### config.mk
export PLATFORM = sky130hd
export DESIGN_NAME = vga_timing_gen
export DESIGN_NICKNAME = d
export VERILOG_FILES = /design/src/rtl/vga_timing_gen.sv
export SDC_FILE = /design/constraint.sdc
export NUM_CORES = 1
export LEC_CHECK = 0
export CAP_MARGIN = 40
export CELL_PAD_IN_SITES_DETAIL_PLACEMENT = 1
export CELL_PAD_IN_SITES_GLOBAL_PLACEMENT = 2
export CORE_MARGIN = 2
export CORE_UTILIZATION = 35
export DETAILED_ROUTE_END_ITERATION = 7
export HOLD_SLACK_MARGIN = 0.02
export PLACE_DENSITY = 0.83
export SLEW_MARGIN = 30
export SYNTH_ARGS = -nofsm -noshare
export SYNTH_HDL_FRONTEND = slang
export SYNTH_SLANG_ARGS = --single-unit
### constraint.sdc
create_clock -name i_clk -period 1.96 [get_ports i_clk]
set_input_delay 0.392 -clock i_clk [delete_from_list [all_inputs] [get_ports i_clk]]
set_output_delay 0.392 -clock i_clk [all_outputs]
set_load 0.05 [all_outputs]
### src/rtl/vga_timing_gen.sv
// rtl/vga_timing_gen.sv - raster timing generator; VGA_TIMING_TEST_PATTERN_EN adds the o_rgb colour-bar output
module vga_timing_gen #(
    parameter int H_ACTIVE = 640,
    parameter int H_FP     = 16,
    parameter int H_SYNC   = 96,
    parameter int H_BP     = 48,
    parameter int V_ACTIVE = 480,
    parameter int V_FP     = 10,
    parameter int V_SYNC   = 2,
    parameter int V_BP     = 33,
    parameter int SYNC_POL = 0
) (
    input  logic       i_clk,
    input  logic       i_rst,
    input  logic       i_en,
    output logic       o_hsync,
    output logic       o_vsync,
    output logic       o_active,
    output logic [9:0] o_x,
    output logic [9:0] o_y,
    output logic       o_line_start,
    output logic       o_frame_start
`ifdef VGA_TIMING_TEST_PATTERN_EN
    ,
    output logic [11:0] o_rgb
`endif
);

    localparam int H_TOTAL = H_ACTIVE + H_FP + H_SYNC + H_BP;
    localparam int V_TOTAL = V_ACTIVE + V_FP + V_SYNC + V_BP;

    localparam logic [9:0] H_LAST   = 10'(H_TOTAL - 1);
    localparam logic [9:0] V_LAST   = 10'(V_TOTAL - 1);
    localparam logic [9:0] H_VIS    = 10'(H_ACTIVE);
    localparam logic [9:0] V_VIS    = 10'(V_ACTIVE);
    localparam logic [9:0] HS_BEGIN = 10'(H_ACTIVE + H_FP);
    localparam logic [9:0] HS_END   = 10'(H_ACTIVE + H_FP + H_SYNC);
    localparam logic [9:0] VS_BEGIN = 10'(V_ACTIVE + V_FP);
    localparam logic [9:0] VS_END   = 10'(V_ACTIVE + V_FP + V_SYNC);

    // Asserted sync level; the idle level is its complement.
    localparam logic SYNC_ON = (SYNC_POL != 0);

    logic [9:0] h_cnt;
    logic [9:0] v_cnt;

    logic active_d;
    logic hsync_d;
    logic vsync_d;
    logic line_start_d;
    logic frame_start_d;

    // Raster position: h advances per enabled pixel, v advances on the h wrap.
    always_ff @(posedge i_clk or posedge i_rst) begin
        if (i_rst) begin
            h_cnt <= '0;
            v_cnt <= '0;
        end else if (i_en) begin
            if (h_cnt == H_LAST) begin
                h_cnt <= '0;
                if (v_cnt == V_LAST) begin
                    v_cnt <= '0;
                end else begin
                    v_cnt <= v_cnt + 10'd1;
                end
            end else begin
                h_cnt <= h_cnt + 10'd1;
            end
        end
    end

    // Decode of the current raster position; pulses qualify on i_en so a held
    // position under a sparse enable does not stretch them.
    always_comb begin
        active_d      = (h_cnt < H_VIS) && (v_cnt < V_VIS);
        hsync_d       = ((h_cnt >= HS_BEGIN) && (h_cnt < HS_END)) ? SYNC_ON : ~SYNC_ON;
        vsync_d       = ((v_cnt >= VS_BEGIN) && (v_cnt < VS_END)) ? SYNC_ON : ~SYNC_ON;
        line_start_d  = (h_cnt == 10'd0) && i_en;
        frame_start_d = line_start_d && (v_cnt == 10'd0);
    end

    // Output stage samples the decode every clock so all outputs share one cycle of latency.
    always_ff @(posedge i_clk or posedge i_rst) begin
        if (i_rst) begin
            o_x           <= '0;
            o_y           <= '0;
            o_active      <= 1'b0;
            o_hsync       <= ~SYNC_ON;
            o_vsync       <= ~SYNC_ON;
            o_line_start  <= 1'b0;
            o_frame_start <= 1'b0;
        end else begin
            o_x           <= h_cnt;
            o_y           <= v_cnt;
            o_active      <= active_d;
            o_hsync       <= hsync_d;
            o_vsync       <= vsync_d;
            o_line_start  <= line_start_d;
            o_frame_start <= frame_start_d;
        end
    end

`ifdef VGA_TIMING_TEST_PATTERN_EN
    localparam int BAR_W = H_ACTIVE / 8;

    logic [2:0]  bar;
    logic [11:0] rgb_d;

    // Bar index by threshold compare against each bar edge, avoiding a divider.
    always_comb begin
        bar = 3'd0;
        for (int k = 1; k < 8; k++) begin
            if (h_cnt >= 10'(k * BAR_W)) begin
                bar = 3'(k);
            end
        end
    end

    // Bar colour lookup, blanked outside the visible region.
    always_comb begin
        rgb_d = 12'h000;
        if (active_d) begin
            case (bar)
                3'd0:    rgb_d = 12'hFFF;
                3'd1:    rgb_d = 12'hFF0;
                3'd2:    rgb_d = 12'h0FF;
                3'd3:    rgb_d = 12'h0F0;
                3'd4:    rgb_d = 12'hF0F;
                3'd5:    rgb_d = 12'hF00;
                3'd6:    rgb_d = 12'h00F;
                default: rgb_d = 12'h000;
            endcase
        end
    end

    // Colour register kept in step with o_x/o_y.
    always_ff @(posedge i_clk or posedge i_rst) begin
        if (i_rst) begin
            o_rgb <= 12'h000;
        end else begin
            o_rgb <= rgb_d;
        end
    end
`endif

endmodule

==> impl_metrics.ini, run 1 <==
[detailed_routing]
route.vias.total = 1225
viasPerCell = 4.84
routedWlPerCell_um = 14.7
drt-total-wl_mm = 3.72
ant_nets = 0
drt_iter0_markers = 59
dr.pass1.iters = 3
drc = 0

[grt]
antenna_found_initial = 0
grt_pass1_vias = 1319
grt_pass1_wl_mm = 6.33
grt_usage = 0.153
overflow = 0
grt_max_degree = 46

[synthesis]
yosysTopAreaCellShare = 0.604
yosys_warnings = 0
synth.avg_cell_area_um2 = 12.2
syn_nets = 153
syn-cell-area_mm2 = 0.00178
syn-instance-count = 146
ys_ff_latch = 45
yosysSeqAreaShare = 0.634
synth_area_leader_cell = dfrtp_1
ys_types = 33
synth_area_leaders = dfrtp_1 60%, nand2_1 3.2%, dfstp_2 3.0%

[power_and_ir_drop]
seq_power_share = 0.476
ir_drop_v = 0.000559
comb_power_share = 0.184
clkPwrFrac = 0.340
p_switching_uw = 728
power_leakage_uw = 0.00105
sw_frac_of_total = 0.302
p_int_uw = 1690
powerDensity_mw_per_mm2 = 1040

[clock_network]
cts.path.max_buffers = 2
clock_latency_ns = 0.30
cts_resized = 0
cts_tree = yes
htree_levels = 2
cts_sinks = 45
holdBufCountCts = 0
cts_made_buffers = 5
post_cts_buffers = 0
clk_pin_slew_ns = 0.09
clockRootBuffer = clkbuf_8

[critical_path]
rr_worst_depth = 3
timing.rr.end = o_frame_start
cp.required_ns = 1.57
worstSetupPathType = register to output pin
cp-end-kind = output pin
r2r-start = h_cnt[3]
worst-path-buf-inv = 1
setup.worst_path.start = o_y[0]
worst_path_max_delay_cell = clkdlybuf4s50_1
cpLargestDelayFamily = buffers and inverters
arrival_ns = 1.45
path_cells = clkdlybuf4s50_1
startpoint_type = register
crit_path_max_incr_delay_ns = 0.80
worst-path-stages = 1
cp_max_fo = 1
rrSetupSlack_ns = 0.26

[floorplan]
die_height_um = 75.3
die_x_um = 75.3
io_pins = 28
die_area_mm2 = 0.00567
core_mm2 = 0.00482
rows = 25
initial_core_util = 0.370

[sta]
fmax_mhz = 544
slew_headroom = 0.662
period_share = 0.938
hold_ws_ns = 0.447
worstMarginPinSlew_ns = 0.505
setup_viol = 0
maxSlewViolCount = 0
tns_ns = 0
period_minus_slack_ns = 1.84
finalHoldViolations = 0
rsz0062_at_grt = no
fin_skew_ns = 0.00934

[cells_and_area]
fin_util = 0.481
finalNetCount = 192
drive_gt1_frac = 0.151
fin_area_mm2 = 0.00232
diodes = 0
syn_to_final_growth_pct = 30.2

[placed_design]
hpwlAfterDp_mm = 2.68
io_buffer_count = 27
dpl_cell_area_mm2 = 0.00218
gp_congestion = 0.850

[hold_path]
hold_depth = 0
hold_path.class = register to register
min_from = h_cnt[1]
holdPathEnd = o_x[1]

[status]
outcome = finished, final reports clean

[run]
maxCapViolations = 0
==> Yosys cell counts, drive strengths merged <==
master  number
a21oi        3
and2         1
and3         5
and3b        1
and4b        1
buf          1
clkbuf       1
dfrtp       43
dfstp        2
ha           4
inv          8
mux2i        2
nand2       15
nand3        8
nand3b       1
nand4        8
nor2         6
nor2b        2
nor3         1
nor4         3
nor4b        1
o211a        1
o211ai       1
o21ai        9
or2          1
or3          4
or4          3
xnor2        4
xor2         6
==> routing by layer <==
metal	GRT usage	routed length [um]	vias to the layer above	part of all wire
li1	-	-	580	-
met4	0.0468	46	0	0.012
met5	0	0	-	0
met1	0.173	1530	616	0.41
met3	0.0476	149	6	0.040
met2	0.274	2000	23	0.54
==> layout make-up <==
cell class | instances | area [um2]
fillers | 537 | 2500
flip-flops and latches | 45 | 1130
multi-input cells | 91 | 612
repair buffers | 34 | 330
well taps | 67 | 83.8
clock buffers | 5 | 68.8
clock inverters | 3 | 65.1
inverters | 8 | 30.0
==> power by group through the flow <==
| stage | sequential, uW | clock, uW | combinational, uW |
|---|---|---|---|
| detailed placement | 1170 | 0 | 451 |
| finish | 1150 | 821 | 443 |
| global placement | 1160 | 0 | 438 |
| CTS | 1150 | 835 | 452 |
| global route | 1170 | 881 | 473 |
| floorplan | 1290 | 0 | 151 |
==> registers in the layout, summed over array words and instances, names as in the netlist <==
signal and flops:
h_cnt 10, o_active 1, o_frame_start 1, o_hsync 1
o_line_start 1, o_vsync 1, o_x 10, o_y 10
v_cnt 10
==> stage by stage <==
| step | total power, uW | instances | setup WS [ns] |
|---|---|---|---|
| after global placement | 1600 | 245 | -0.0736 |
| after detailed placement | 1620 | 245 | -0.166 |
| after global routing | 2530 | 253 | 0.0791 |
| final | 2410 | 253 | 0.122 |
| after floorplan | 1440 | 146 | 0.387 |
| after CTS | 2440 | 253 | 0.103 |
==> cell usage in the layout (no fill, tap or decap), types with 4 or more instances in the layout <==
master / synthesis / routed
nor2_1: 6 / 6
nand4_1: 7 / 7
and3_1: 4 / 4
clkdlybuf4s50_1: 0 / 25
xnor2_1: 4 / 4
ha_1: 4 / 4
xor2_1: 6 / 6
inv_1: 8 / 8
nand2_1: 15 / 15
nand3_1: 8 / 8
clkbuf_8: 0 / 5
o21ai_0: 9 / 9
buf_4: 0 / 8
dfrtp_1: 43 / 43
==> cells by family after synthesis <==
| family | count (synthesis) | share of synthesized area |
|---|---|---|
| and+or+nand+nor | 61 | 0.212 |
| buffers and inverters | 10 | 0.0225 |
| xor gates and xnor gates | 10 | 0.0492 |
| DFF | 45 | 0.634 |
| adders and majority gates | 4 | 0.0281 |
| muxes | 2 | 0.0112 |
| AOI/OAI and AO/OA | 14 | 0.0436 |
==> worst max-delay path by stage <==
stage | to | slack [ns]
after CTS | o_x[2] | 0.10
after detailed placement | h_cnt[9] | -0.17
after global placement | h_cnt[9] | -0.07
after floorplan | v_cnt[9] | 0.39
after global routing | o_y[3] | 0.08
final | o_y[0] | 0.12
No activity file was read; power rests on OpenSTA's default activity.
==> run 2, diff against run 1 <==
--- a/config.mk
+++ b/config.mk
@@ -13,7 +13,6 @@
 export DETAILED_ROUTE_END_ITERATION = 7
 export HOLD_SLACK_MARGIN = 0.02
 export PLACE_DENSITY = 0.83
-export SLEW_MARGIN = 30
 export SYNTH_ARGS = -nofsm -noshare
 export SYNTH_HDL_FRONTEND = slang
 export SYNTH_SLANG_ARGS = --single-unit
==> results of run 2 <==
Same layout as run 1: the final DEF is identical, and so are final timing and power.
